## src/rtl/shift_arbiter.sv

```systemverilog
// rtl/shift_arbiter.sv - two-requester arbiter in front of a shared combinational shifter
// Define SHIFT_ARB_FIXED_PRIO_EN for fixed priority (requester 0 wins ties); default is round-robin.
module shift_arbiter #(
    parameter int SETTLE = 1
) (
    input  logic       clk,
    input  logic       rst,
    input  logic       req0,
    input  logic [7:0] d0,
    input  logic [2:0] amt0,
    output logic       gnt0,
    input  logic       req1,
    input  logic [7:0] d1,
    input  logic [2:0] amt1,
    output logic       gnt1,
    output logic [7:0] shf_d,
    output logic [7:0] shf_n,
    input  logic [7:0] shf_w,
    output logic [7:0] res,
    output logic       res_valid,
    output logic       res_id
);

    typedef enum logic [1:0] {IDLE, SETTLE_WAIT, CAPTURE} state_t;

    localparam logic [1:0] CNT_INIT = 2'(SETTLE - 1);

    state_t     r_state;
    logic [1:0] r_cnt;
    logic [7:0] r_shf_d;
    logic [7:0] r_shf_n;
    logic [7:0] r_res;
    logic       r_res_valid;
    logic       r_res_id;
    logic       r_gnt0;
    logic       r_gnt1;
    logic       r_owner;

    logic       w_pick1;
    logic [7:0] w_d;
    logic [2:0] w_amt;

`ifdef SHIFT_ARB_FIXED_PRIO_EN
    assign w_pick1 = req1 & ~req0;
`else
    // r_last holds the requester granted most recently; on a tie the other one wins.
    logic r_last;
    assign w_pick1 = req1 & (~req0 | ~r_last);
`endif

    assign w_d   = w_pick1 ? d1   : d0;
    assign w_amt = w_pick1 ? amt1 : amt0;

    always_ff @(posedge clk) begin
        if (rst) begin
            r_state     <= IDLE;
            r_cnt       <= 2'd0;
            r_shf_d     <= 8'd0;
            r_shf_n     <= 8'b0000_0001;
            r_res       <= 8'd0;
            r_res_valid <= 1'b0;
            r_res_id    <= 1'b0;
            r_gnt0      <= 1'b0;
            r_gnt1      <= 1'b0;
            r_owner     <= 1'b0;
`ifndef SHIFT_ARB_FIXED_PRIO_EN
            r_last      <= 1'b1;
`endif
        end else begin
            r_gnt0      <= 1'b0;
            r_gnt1      <= 1'b0;
            r_res_valid <= 1'b0;
            case (r_state)
                IDLE: begin
                    if (req0 | req1) begin
                        r_owner <= w_pick1;
                        r_shf_d <= w_d;
                        r_shf_n <= 8'd1 << w_amt;
                        r_gnt0  <= ~w_pick1;
                        r_gnt1  <= w_pick1;
`ifndef SHIFT_ARB_FIXED_PRIO_EN
                        r_last  <= w_pick1;
`endif
                        r_cnt   <= CNT_INIT;
                        r_state <= SETTLE_WAIT;
                    end
                end
                SETTLE_WAIT: begin
                    if (r_cnt == 2'd0) r_state <= CAPTURE;
                    else               r_cnt   <= r_cnt - 2'd1;
                end
                CAPTURE: begin
                    r_res       <= shf_w;
                    r_res_id    <= r_owner;
                    r_res_valid <= 1'b1;
                    r_state     <= IDLE;
                end
                default: r_state <= IDLE;
            endcase
        end
    end

    assign gnt0      = r_gnt0;
    assign gnt1      = r_gnt1;
    assign shf_d     = r_shf_d;
    assign shf_n     = r_shf_n;
    assign res       = r_res;
    assign res_valid = r_res_valid;
    assign res_id    = r_res_id;

endmodule

```

## config.mk

```make
export PLATFORM = sky130hd
export DESIGN_NAME = shift_arbiter
export DESIGN_NICKNAME = d
export VERILOG_FILES = /design/src/rtl/shift_arbiter.sv
export SDC_FILE = /design/constraint.sdc
export NUM_CORES = 1
export LEC_CHECK = 0
export ABC_AREA = 1
export BUFFER_PORTS_ARGS = -buffer_cell sky130_fd_sc_hd__buf_2
export CAP_MARGIN = 20
export CORE_MARGIN = 2
export CORE_UTILIZATION = 39
export CTS_BUF_LIST = sky130_fd_sc_hd__clkbuf_16
export DETAILED_ROUTE_END_ITERATION = 10
export GPL_TIMING_DRIVEN = 0
export HOLD_SLACK_MARGIN = 0.06
export PLACE_DENSITY = 0.68
export SYNTH_ARGS = -nofsm -noshare
export SYNTH_HDL_FRONTEND = slang
export SYNTH_SLANG_ARGS = --single-unit
export TNS_END_PERCENT = 10
```

## constraint.sdc

```tcl
create_clock -name clk -period 1.4 [get_ports clk]
set_input_delay 0.21 -clock clk [delete_from_list [all_inputs] [get_ports clk]]
set_output_delay 0.21 -clock clk [all_outputs]
set_load 0.01 [all_outputs]
```

==> results of run 1 <==
[critical path, stage by stage (launching register included)]
cell and delay, ns:
sky130_fd_sc_hd__dfxtp_1 0.30, sky130_fd_sc_hd__inv_1 0.11, sky130_fd_sc_hd__nand2_1 0.11, sky130_fd_sc_hd__nor2_4 0.12
sky130_fd_sc_hd__inv_2 0.05, sky130_fd_sc_hd__buf_6 0.14, sky130_fd_sc_hd__nor2_4 0.14, sky130_fd_sc_hd__nand2_1 0.08
sky130_fd_sc_hd__a21oi_2 0.12
[routing by layer]
metal / GRT usage, % / vias up
met5: 0 / -
met4: 5.59 / 0
met3: 5.90 / 4
met2: 29.3 / 30
met1: 19.2 / 607
li1: - / 740
[final cells by class]
cell class                 instances  share of cell area (%)
clock buffer                       5                    6.30
timing repair buffer              60                    15.1
sequential                        34                    34.3
tap                               46                    2.90
multi-input combinational        134                    33.1
clock inverter                     3                    3.47
buffer                             7                    2.02
inverter                          13                    2.77
[worst paths after layout]
path | startpoint | endpoint | slack [ns] | depth (start not counted)
setup / recovery | r_state[1]$_SDFFE_PP0P_ | shf_n[6]$_SDFFE_PP0P_ | 0.16 | 8
setup reg to reg | r_state[1]$_SDFFE_PP0P_ | shf_n[6]$_SDFFE_PP0P_ | 0.16 | 8
hold / removal | shf_w[7] | res[7]$_SDFFE_PP0P_ | 0.16 | 3
hold reg to reg | r_owner$_SDFFE_PP0P_ | r_owner$_SDFFE_PP0P_ | 0.46 | 2
[power groups by stage]
stage,registers [mW],clock network [mW],logic (mW)
finish,1.08,1.42,0.434
global route,1.09,1.49,0.489
CTS,1.08,1.44,0.440
detailed placement,1.10,0,0.439
global placement,1.10,0,0.435
floorplan,1.13,0,0.238
[placed cells by master (no fill, tap or decap), types with 3 or more instances in the layout]
master | synthesis | final
sky130_fd_sc_hd__nand3_1 | 5 | 5
sky130_fd_sc_hd__nor3_1 | 15 | 15
sky130_fd_sc_hd__a21oi_2 | 7 | 7
sky130_fd_sc_hd__nor2_4 | 4 | 5
sky130_fd_sc_hd__clkbuf_16 | 0 | 5
sky130_fd_sc_hd__nor2_1 | 37 | 37
sky130_fd_sc_hd__buf_2 | 2 | 62
sky130_fd_sc_hd__a21oi_1 | 3 | 3
sky130_fd_sc_hd__inv_1 | 10 | 10
sky130_fd_sc_hd__clkbuf_1 | 3 | 3
sky130_fd_sc_hd__o21ai_0 | 18 | 18
sky130_fd_sc_hd__nand2_1 | 37 | 37
sky130_fd_sc_hd__dfxtp_1 | 34 | 34
[state kept, by name, summed over array words and instances (netlist names)]
signal,cells
shf_n,8
gnt0,1
r_cnt,2
r_last,1
res,8
shf_d,8
gnt1,1
res_valid,1
r_owner,1
res_id,1
r_state,2
[logic make-up (layout without fill, tap and decap cells)]
kind of cell / count (synthesis) / after routing / synth area share, %
AO/OA/AOI/OAI: 29 / 29 / 12.1
adder cells (fa/ha/maj): 1 / 1 / 0.878
buffers and inverters: 20 / 88 / 6.41
flip-flops: 34 / 34 / 47.8
AND/OR/NAND/NOR: 104 / 104 / 32.8
[metrics by stage]
stage	cells	util [%]	area, um2	hold slack [ns]	setup WS (ns)
floorplan	188	-	1430	0.272	0.325
global placement	294	52.2	1780	0.434	0.0699
detailed placement	294	52.2	1780	0.442	0.0746
CTS	302	57.9	1980	0.159	0.0485
global route	302	58.1	1990	0.171	0.0435
finish	302	58.1	1990	0.160	0.164
==> results.cfg, run 1 <==
[clock_tree]
cts_tree = yes
cts.root.buffer_cell = sky130_fd_sc_hd__clkbuf_16
cts_resized = 0
cts_inserted_buffers = 5
cts_sinks = 34
setup_repair_bufs_after_cts = 0
hold_buffers = 0
cts-htree-levels = 2
clkTransAtPathRegs_ns = 0.05
cts.path.max_buffers = 2
worstSkewPairLatency_ns = 0.27

[die]
row_count = 21
i_o_pins = 62
area_of_the_die_mm2 = 0.00415
core_mm2 = 0.00342
die_x_um = 64.5
initial_core_util_pct = 41.7
fp.dieH_um = 64.5

[power_and_ir_drop]
p_sw_share_pct = 23.6
power.density_cell_area_mw_per_mm2 = 1480
worst_vdd_ir_mv = 0.812
total_power_mw = 2.93
static-leakage-power_nw = 0.964
power_frac_seq_pct = 36.9
combinationalPowerShare_pct = 14.8
clkPwrFrac_pct = 48.3
power.internal_mw = 2.24
power_switching_uw = 691

[layout]
nFillCells = 366
seqCellArea_um2 = 681
multi_input_area_um2 = 658
final_net_count = 290
flow.area_growth_from_synthesis_pct = 39.3
post_route_cells_drive_above_1_share_pct = 35.2
count_of_antenna_diodes_in_the_layout = 0

[yosys]
synth.distinct_cells = 23
synth.yosys.warnings = 0
syn_nets = 223
postSynthCellCount = 188
synth_sequential_area_ratio_pct = 47.8
synth_top_cells_by_count = sky130_fd_sc_hd__nand2_1 (37), sky130_fd_sc_hd__nor2_1 (37), sky130_fd_sc_hd__dfxtp_1 (34)
synth_top_area_cell = sky130_fd_sc_hd__dfxtp_1
synth_enable_flop_cells = 0
fraction_of_registers_with_async_set_reset_pct = 0
syn_avg_cell_area_um2 = 7.58
synth_largest_type_area_fraction_pct = 47.8
post_synthesis_instance_area_mm2 = 0.00143
synth.ff_latch_count = 34
synth_area_leaders = sky130_fd_sc_hd__dfxtp_1 (48%), sky130_fd_sc_hd__nand2_1 (9.7%), sky130_fd_sc_hd__nor2_1 (9.7%), sky130_fd_sc_hd__o21ai_0 (6.3%), sky130_fd_sc_hd__nor3_1 (5.3%)
postSynth.topFlopCell = sky130_fd_sc_hd__dfxtp_1

[timing]
drv_slew = 0
worst_slew_pin_slew_ns = 0.531
timing.final.setup_violations = 0
layout_min_cycle_time_ns = 1.24
slew-limit-headroom_pct = 64.6
min_period_over_period_pct = 88.3
fmaxAchievable_mhz = 809
rsz0062_at_grt = false
hold_violations = 0
worst_clock_skew_ns = 0.00397
fin_setup_tns_ns = 0

[routing]
met1_length_um = 1400
drc = 0
wire_per_inst_um = 10.5
detail_route.wirelength_um = 3180
wl_met3_um = 180
detail_route.iter0.violations = 51
met2_wirelength_um = 1560
detail_route.vias_per_cell = 4.57
top_layer_used = met4
postRouteAntennaNets = 0
drt-pass1-iter-count = 4
num_vias = 1381

[global_routing]
grt_pass1_vias = 1303
number_of_antenna_violations_at_the_first_check_in_global_routing = 0
first_pass_grt_wire_length_um = 5420
grt.overflow.total = 0
largest_net_degree_at_the_start_of_global_routing = 13
gr-usage-all-layers_pct = 16.8

[worst_setup_path]
cp_data_arrival_time_ns = 1.45
worst-path-max-fanout = 10
cp_startpoint_kind = flop
worst-endpoint-required_ns = 1.61
critical_path_class = reg2reg
cp-end-kind = flop

[placement]
globalplace.congestion = 0.744
place_hpwl_um = 2410
portBuffers = 60

[status]
run_status = complete, no violations

[hold_path]
hp-class = in2reg

[run]
number_of_maximum_capacitance_violations = 0
Note: power is estimated with default switching activity, not from simulation.
==> run 2: changes to the inputs <==
--- a/config.mk
+++ b/config.mk
@@ -9,12 +9,12 @@
 export BUFFER_PORTS_ARGS = -buffer_cell sky130_fd_sc_hd__buf_2
 export CAP_MARGIN = 20
 export CORE_MARGIN = 2
-export CORE_UTILIZATION = 39
+export CORE_UTILIZATION = 40
 export CTS_BUF_LIST = sky130_fd_sc_hd__clkbuf_16
 export DETAILED_ROUTE_END_ITERATION = 10
 export GPL_TIMING_DRIVEN = 0
 export HOLD_SLACK_MARGIN = 0.06
-export PLACE_DENSITY = 0.68
+export PLACE_DENSITY = 0.69
 export SYNTH_ARGS = -nofsm -noshare
 export SYNTH_HDL_FRONTEND = slang
 export SYNTH_SLANG_ARGS = --single-unit
==> results.cfg, run 2 (synthesis gave the netlist of run 1 again) <==
[timing]
worst_clock_skew_ns = 0.00221
hold_violations = 0
worst_slew_pin_slew_ns = 0.589
fmaxAchievable_mhz = 800
slew-limit-headroom_pct = 60.7
drv_slew = 0
timing.final.setup_violations = 0
min_period_over_period_pct = 89.3
layout_min_cycle_time_ns = 1.25
rsz0062_at_grt = true

[hold_path]
min_from = shf_w[7]
hp-class = in2reg
timing.hold.worst_path_depth = 3
timing.hold.worst_endpoint = res[7]$_SDFFE_PP0P_

[die]
row_count = 21
core_mm2 = 0.00339
area_of_the_die_mm2 = 0.00406
die_x_um = 63.7
initial_core_util_pct = 42.0
fp.dieH_um = 63.7
i_o_pins = 62

[worst_setup_path]
cp_startpoint_kind = flop
worst_setup_path_startpoint = r_last$_SDFFE_PP1P_
reg2reg_from = r_last$_SDFFE_PP1P_
worst-path-max-fanout = 10
cp-end-kind = flop
critical_path_class = reg2reg
cp_data_arrival_time_ns = 1.44
timing.reg2reg.worst_path_depth = 6
worst-endpoint-required_ns = 1.59
r2r_slack_ns = 0.15
r2r-end = shf_d[4]$_SDFFE_PP0P_

[power_and_ir_drop]
total_power_mw = 2.71
power.density_cell_area_mw_per_mm2 = 1390
static-leakage-power_nw = 0.948
worst_vdd_ir_mv = 0.804

[layout]
post_route_cells_drive_above_1_share_pct = 34.5
multi_input_area_um2 = 658
final_core_util_pct = 57.5
stdcell_count = 301
nFillCells = 350
most_common_library_cell_in_the_layout_ignoring_fill_and_taps = sky130_fd_sc_hd__buf_2
count_of_antenna_diodes_in_the_layout = 0
layout_common_cells = sky130_fd_sc_hd__buf_2 (62), sky130_fd_sc_hd__nand2_1 (37), sky130_fd_sc_hd__nor2_1 (37)
seqCellArea_um2 = 681
flow.area_growth_from_synthesis_pct = 36.9
final_net_count = 290

[global_routing]
gr-usage-all-layers_pct = 17.9
number_of_antenna_violations_at_the_first_check_in_global_routing = 0
grt.overflow.total = 0
largest_net_degree_at_the_start_of_global_routing = 11
first_pass_grt_wire_length_um = 5640
grt_pass1_vias = 1264

[routing]
detail_route.vias_per_cell = 4.67
postRouteAntennaNets = 0
drt-pass1-iter-count = 4
wire_per_inst_um = 10.6
detail_route.iter0.violations = 58
drc = 0
detail_route.wirelength_um = 3200
num_vias = 1407

[status]
run_status = complete, no violations

[clock_tree]
clkTransAtPathRegs_ns = 0.05
cts_inserted_buffers = 5
cts.path.max_buffers = 2
cts.root.buffer_cell = sky130_fd_sc_hd__clkbuf_16
cts-htree-levels = 2
setup_repair_bufs_after_cts = 0
cts_sinks = 34
worstSkewPairLatency_ns = 0.27
cts_tree = yes

[run]
number_of_maximum_capacitance_violations = 0

[placement]
place_hpwl_um = 2360
globalplace.congestion = 0.765
portBuffers = 60
numPlacedInstances = 294
run 2: cell count changes in the layout (fill, tap and decap cells not counted), sizes merged:
cell,change
bufinv,-1
run 2: worst max path at each step:
stage          cells past startpoint                    end  slack (ns)
2_1_floorplan                      8  shf_n[4]$_SDFFE_PP0P_        0.33
3_5_place_dp                       5    res[1]$_SDFFE_PP0P_        0.08
4_1_cts                            5    res[1]$_SDFFE_PP0P_        0.08
6_report                           6  shf_d[4]$_SDFFE_PP0P_        0.15
5_1_grt                            6  shf_d[4]$_SDFFE_PP0P_       -0.05
3_3_place_gp                       5    res[2]$_SDFFE_PP0P_        0.09
run 2: metal layers:
metal,vias up,track usage (%),part of all wire (%)
li1,741,-,-
met1,623,22.4,45
met2,36,28.3,48
met3,7,4.64,4.8
met4,0,9.51,2.0
met5,-,0,0
run 2: power breakdown:
group	switching [mW]	internal (mW)	total, mW
combinational	0.263	0.174	0.437
clock	0.373	0.822	1.20
sequential	0.0345	1.05	1.08
total	0.671	2.04	2.71
run 2: final cells by class:
| type | count | share of cell area [%] |
|---|---|---|
| repair buffers | 60 | 15.4 |
| plain buffers | 7 | 2.05 |
| clock inverters | 2 | 1.73 |
| inverters | 13 | 2.82 |
| flip-flops and latches | 34 | 34.9 |
| well taps | 46 | 2.95 |
| multi-input cells | 134 | 33.7 |
| clock buffers | 5 | 6.41 |
run 2: critical path: stages, from the launching register on:
cell                      delay [ns]
sky130_fd_sc_hd__dfxtp_1        0.36
sky130_fd_sc_hd__nand2_2        0.14
sky130_fd_sc_hd__nand2_4        0.14
sky130_fd_sc_hd__inv_4          0.07
sky130_fd_sc_hd__nand2_2        0.18
sky130_fd_sc_hd__nor2_1         0.06
sky130_fd_sc_hd__nor3_1         0.21
run 2: timing repair:
action | in CTS | in global routing
gates resized for setup | 0 | 2
hold buffers | 0 | 0
endpoints found under the setup margin | 0 | 10
run 2: through the flow:
| stage | area, um2 | hold WS [ns] | worst slack (ns) | TNS, ns |
|---|---|---|---|---|
| floorplan | 1430 | 0.272 | 0.325 | 0 |
| global placement | 1780 | 0.431 | 0.0859 | 0 |
| detailed placement | 1780 | 0.439 | 0.0769 | 0 |
| CTS | 1940 | 0.158 | 0.0792 | 0 |
| global route | 1950 | 0.165 | -0.0547 | -0.0547 |
| finish | 1950 | 0.156 | 0.150 | 0 |
